$ cat src/rtl/multi_freq_div_if.sv
// multi_freq_div_if: divisor-load handshake between a controller and the divider
interface multi_freq_div_if #(
  parameter int CH_W  = 2,
  parameter int WIDTH = 32
);
  logic             load_valid;
  logic             load_ready;
  logic [CH_W-1:0]  load_ch;
  logic [WIDTH-1:0] load_div;
  modport master (output load_valid, load_ch, load_div, input load_ready);
  modport slave  (input load_valid, load_ch, load_div, output load_ready);
endinterface

$ cat src/rtl/multi_freq_div.sv
// multi_freq_div: multi-channel programmable clock divider with shadowed, glitch-free divisor loads
module multi_freq_div #(
  parameter int NUM_CH      = 4,
  parameter int CH_W        = 2,
  parameter int WIDTH       = 32,
  parameter int DEFAULT_DIV = 195312
) (
  input  logic              clk,
  input  logic              reset,
  input  logic              enable,
  input  logic              sync,
  multi_freq_div_if.slave   ld,
  output logic [NUM_CH-1:0] tick_out,
  output logic [NUM_CH-1:0] sq_out,
  output logic              err
);
  localparam logic [CH_W:0] NCH = (CH_W+1)'(NUM_CH);
  logic              ch_ok;
  logic              accept;
  logic [NUM_CH-1:0] pending;
  // A load is only taken by an existing channel that has no divisor waiting to be applied
  always_comb begin
    ch_ok         = {1'b0, ld.load_ch} < NCH;
    ld.load_ready = ch_ok && !pending[ld.load_ch];
    accept        = ld.load_valid && ld.load_ready && ld.load_div != '0;
  end
  // Any request naming a missing channel or a zero divisor latches the error until reset
  always_ff @(posedge clk or posedge reset)
    if (reset) err <= 1'b0;
    else if (ld.load_valid && (!ch_ok || ld.load_div == '0)) err <= 1'b1;
  for (genvar g = 0; g < NUM_CH; g++) begin : g_ch
    logic [WIDTH-1:0] count;
    logic [WIDTH-1:0] div;
    logic [WIDTH-1:0] shadow;
    logic [WIDTH:0]   half;
    logic             term;
    logic             wr;
    logic             tick;
    logic             sq;
    logic             pend;
    // Terminal-count detect, load targeting this channel, and high-phase length ceil(div/2)
    always_comb begin
      term = count == div - WIDTH'(1);
      wr   = accept && ld.load_ch == CH_W'(g);
      half = ({1'b0, div} + (WIDTH+1)'(1)) >> 1;
    end
    // Counter, shadow divisor and registered outputs; new divisors only take effect at a period boundary or sync
    always_ff @(posedge clk or posedge reset)
      if (reset) begin
        count  <= '0;
        div    <= WIDTH'(DEFAULT_DIV);
        shadow <= '0;
        pend   <= 1'b0;
        tick   <= 1'b0;
        sq     <= 1'b0;
      end else if (sync) begin
        count <= '0;
        div   <= wr ? ld.load_div : pend ? shadow : div;
        pend  <= 1'b0;
        tick  <= 1'b0;
        sq    <= 1'b1;
      end else begin
        if (enable) begin
          tick  <= term;
          sq    <= {1'b0, count} < half;
          count <= term ? '0 : count + WIDTH'(1);
          if (term && pend) begin
            div  <= shadow;
            pend <= 1'b0;
          end
        end else tick <= 1'b0;
        if (wr) begin
          shadow <= ld.load_div;
          pend   <= 1'b1;
        end
      end
    assign tick_out[g] = tick;
    assign sq_out[g]   = sq;
    assign pending[g]  = pend;
  end
endmodule

$ cat src/flat_wrapper.sv
// flat-port wrapper written by rule: the top's interface ports become plain ports
module multi_freq_div_flat 
#(
  parameter int NUM_CH      = 4,
  parameter int CH_W        = 2,
  parameter int WIDTH       = 32,
  parameter int DEFAULT_DIV = 195312
)
  (clk, reset, enable, sync, tick_out, sq_out, err, ld_load_valid, ld_load_ch, ld_load_div, ld_load_ready);
  multi_freq_div_if #(.CH_W(CH_W), .WIDTH(WIDTH)) ld_i ();
  input  logic clk;
  input  logic reset;
  input  logic enable;
  input  logic sync;
  output logic [NUM_CH-1:0] tick_out;
  output logic [NUM_CH-1:0] sq_out;
  output logic err;
  input wire logic [$bits(ld_i.load_valid)-1:0] ld_load_valid;
  input wire logic [$bits(ld_i.load_ch)-1:0] ld_load_ch;
  input wire logic [$bits(ld_i.load_div)-1:0] ld_load_div;
  output wire logic [$bits(ld_i.load_ready)-1:0] ld_load_ready;
  assign ld_i.load_valid = ld_load_valid;
  assign ld_i.load_ch = ld_load_ch;
  assign ld_i.load_div = ld_load_div;
  assign ld_load_ready = ld_i.load_ready;
  multi_freq_div #(.NUM_CH(NUM_CH), .CH_W(CH_W), .WIDTH(WIDTH), .DEFAULT_DIV(DEFAULT_DIV)) u_core (.clk(clk), .reset(reset), .enable(enable), .sync(sync), .ld(ld_i), .tick_out(tick_out), .sq_out(sq_out), .err(err));
endmodule
$ cat config.mk
export PLATFORM = sky130hd
export DESIGN_NAME = multi_freq_div_flat
export DESIGN_NICKNAME = d
export VERILOG_FILES = /design/src/rtl/multi_freq_div_if.sv /design/src/rtl/multi_freq_div.sv /design/src/flat_wrapper.sv
export SDC_FILE = /design/constraint.sdc
export NUM_CORES = 1
export LEC_CHECK = 0
export CAP_MARGIN = 10
export CORE_ASPECT_RATIO = 0.8
export CORE_MARGIN = 4
export CORE_UTILIZATION = 54
export DETAILED_ROUTE_END_ITERATION = 10
export PLACE_DENSITY = 0.81
export SYNTH_ARGS = -nofsm -noshare
export SYNTH_HDL_FRONTEND = slang
export SYNTH_SLANG_ARGS = --single-unit
$ cat constraint.sdc
create_clock -name clk -period 43.5 [get_ports clk]
set_clock_uncertainty 0.1 [all_clocks]
set_input_delay 10.875 -clock clk [delete_from_list [all_inputs] [get_ports clk]]
set_output_delay 10.875 -clock clk [all_outputs]
set_load 0.01 [all_outputs]
==> flow_summary.ini <==
[grt]
grt_pass1_wl_microns = 125000
grt_antenna_before_repair = 3
grt_pass1_vias = 22900
grt_max_degree = 160
grt_util_all_layers_pct = 26.1
grt.overflow.total = 0

[clocking]
htreeDepth = 2
numCtsBuffers = 41
clkTransAtPathRegs_ps = 60
cts_resized = 0
cts_root_buffer = clkbuf_16
clk_latency_ps = 580
cts_sinks = 397
post-cts-setup-buffer-count = 0
cts_max_path_buffers = 3
cts_hold_buffers = 0
cts_tree = done

[setup_path]
startpoint_type = input port
worst_path_largest_cell_delay_ps = 670
crit_arrival_ps = 12770
slowest_stage = clkdlybuf4s50_1
r2r_start = u_core.g_ch[2].div[3]$_DFFE_PP0P_
path_common_cell = clkdlybuf4s50_1
r2r_cells = 9
rrSetupSlack_ps = 38370
crit_type = input port to output pin
reg2reg_to = u_core.g_ch[2].div[31]$_DFFE_PP0P_
path_cells = clkdlybuf4s50_1 -> mux4_2 -> inv_1 -> clkdlybuf4s50_1
end_kind = output pin
crit_fanout = 8
worstPathRequired_ps = 32530

[logic_synthesis]
yosysMostFrequentCell = dfrtp_1
synth_area_leaders = dfrtp_1, mux2_2, ha_1
syn_inst = 3288
yosysUniqueCellTypes = 89
avgSynthCellArea_sq_um = 8.90
synth_edf_count = 0
synth_nets = 3463
synth_seq_area_share_pct = 34.2
synth_top_cell_area_share_pct = 30.2
synth_ff_type = dfrtp_1
async_flop_share_pct = 100
synth_area_leader_cell = dfrtp_1
synthTopCellsByCount = dfrtp_1, nand2_1, nor2_1
yosys_warnings = 0
synthesis.area_sq_um = 29200
synth-seq-cells = 397

[floorplan]
rows = 75
die-height_microns = 216
die_x_microns = 268
core_area_sq_um = 53000
start_util_pct = 55.2
die_area_sq_um = 58000
ios = 49

[timing]
period_needed_ps = 23740
slew_viol_final = 0
timing.final.setup_violations = 0
slew_headroom_pct = 28.4
hold_viol = 0
clock.fmax_mhz = 42.1
fin_setup_tns_ps = 0
period_share_pct = 54.6
worstMarginPinSlew_ps = 1060
grt_setup_unrepaired = no

[placed_design]
io_buffer_count = 48
place_congestion = 0.937
dp_hpwl_microns = 53700

[drt]
drc_errors = 0
vias_per_cell = 6.37
drt-initial-drc-count = 2659
dr.pass1.iters = 6
drtAntennaViolNets = 0
wirelength_microns = 77500
drt-wirelength-per-cell_microns = 20.0
vias = 24700

[layout]
utilization_pct = 59.0
fill_cells = 4389
finalNetCount = 3323
synthToLayoutAreaGrowth_pct = 6.87
drive_gt1_share_pct = 12.7

[worst_hold_path]
hold_path_class = flop to flop
whs_path_depth = 1
holdPathEnd = u_core.err$_DFFE_PP0P_
hold_path_startpoint = u_core.err$_DFFE_PP0P_

[power]
p_leak_nw = 13.1
power.density_nw_per_um2 = 45.2
peakVddDrop_mv = 0.0481

[run_status]
status = completed

[flow_run]
drv_cap = 0
==> worst max-delay path by stage <==
stage | startpoint | to | slack (ps) | cells past startpoint
6_report | ld_load_ch[0] | ld_load_ready | 19760 | 4
5_1_grt | ld_load_ch[0] | ld_load_ready | 19680 | 4
4_1_cts | ld_load_ch[0] | ld_load_ready | 19750 | 4
3_5_place_dp | ld_load_ch[0] | ld_load_ready | 19750 | 4
3_3_place_gp | ld_load_ch[0] | ld_load_ready | 19760 | 4
2_1_floorplan | ld_load_ch[0] | ld_load_ready | 20780 | 3
==> report_power, final <==
group | total, mW | switching (mW) | internal [mW]
clock network | 0.383 | 0.158 | 0.225
logic | 0.438 | 0.225 | 0.214
registers | 0.592 | 0.138 | 0.453
total | 1.41 | 0.522 | 0.892
==> layout by cell type, fill, tap and decap left out, drive strengths merged, types with 9 or more instances in the layout <==
| master | instances |
|---|---|
| dfrtp | 353 |
| nand2 | 306 |
| nor2 | 228 |
| mux2 | 224 |
| xnor2 | 162 |
| o21ai | 157 |
| nand3 | 156 |
| ha | 136 |
| xor2 | 126 |
| a21o | 103 |
| nor3 | 85 |
| inv | 85 |
| nand4 | 81 |
| nor4 | 73 |
| and3 | 68 |
| a21oi | 67 |
| clkbuf | 61 |
| a31oi | 56 |
| mux2i | 48 |
| clkdlybuf4s50 | 47 |
| a211oi | 46 |
| dfstp | 44 |
| or3 | 42 |
| nor2b | 41 |
| nor3b | 37 |
| buf | 33 |
| nand2b | 29 |
| o311ai | 26 |
| and4 | 20 |
| or4 | 20 |
| o211ai | 19 |
| o221ai | 17 |
| or2 | 15 |
| a22o | 13 |
| and2 | 12 |
| nor4b | 11 |
| nand3b | 11 |
| a311oi | 10 |
| o22ai | 9 |
| a211o | 9 |
==> sequential cells by signal, summed over array words and instances (netlist names) <==
signal / flops
u_core.g_ch.tick: 4
u_core.g_ch.pend: 4
u_core.err: 1
u_core.g_ch.count: 128
u_core.g_ch.shadow: 128
u_core.g_ch.div: 128
u_core.g_ch.sq: 4
==> cell families (layout without fill, tap and decap cells) <==
family	count (synthesis)	in the layout	share of synthesized area, %
other cells	0	1	0
compound gates	584	584	13.4
flops	397	397	34.2
mux	273	273	10.6
buf+inv	350	242	4.84
fa+ha+maj	136	136	5.82
xor+xnor	289	289	8.70
simple gates	1259	1259	22.5
==> routing by layer <==
metal / up-vias / share of wire, % / global-route usage, %
met5: - / 0.014 / 0
met4: 2 / 3.0 / 7.41
met3: 150 / 9.3 / 6.11
met2: 978 / 43 / 38.7
met1: 11900 / 45 / 38.3
li1: 11600 / - / -
==> cell type report <==
type / count / area [sq um] / share of cell area [%]
Multi-Input combinational cell: 2541 / 17900 / 57.2
Sequential cell: 397 / 9990 / 32.0
Clock buffer: 61 / 1220 / 3.91
Tap cell: 693 / 867 / 2.77
Timing Repair Buffer: 80 / 731 / 2.34
Inverter: 87 / 334 / 1.07
Clock inverter: 14 / 218 / 0.697
Antenna cell: 1 / 2.50 / 0.00801
==> through the flow <==
stage          area (sq um)  worst slack, ps  std cells  hold slack, ps  total power [mW]
2_1_floorplan         29200            20780       3288             372             0.911
3_3_place_gp          29800            19760       3798             343              1.00
3_5_place_dp          29800            19750       3798             353              1.02
4_1_cts               31300            19750       3873             367              1.41
5_1_grt               31300            19680       3874             400              1.49
6_report              31300            19760       3874             361              1.41
==> critical path: cells and delay by family <==
kind | cells | cell delay (ps)
buf+inv | 3 | 1280
mux | 1 | 620
Note: power is estimated with default switching activity, not from simulation.
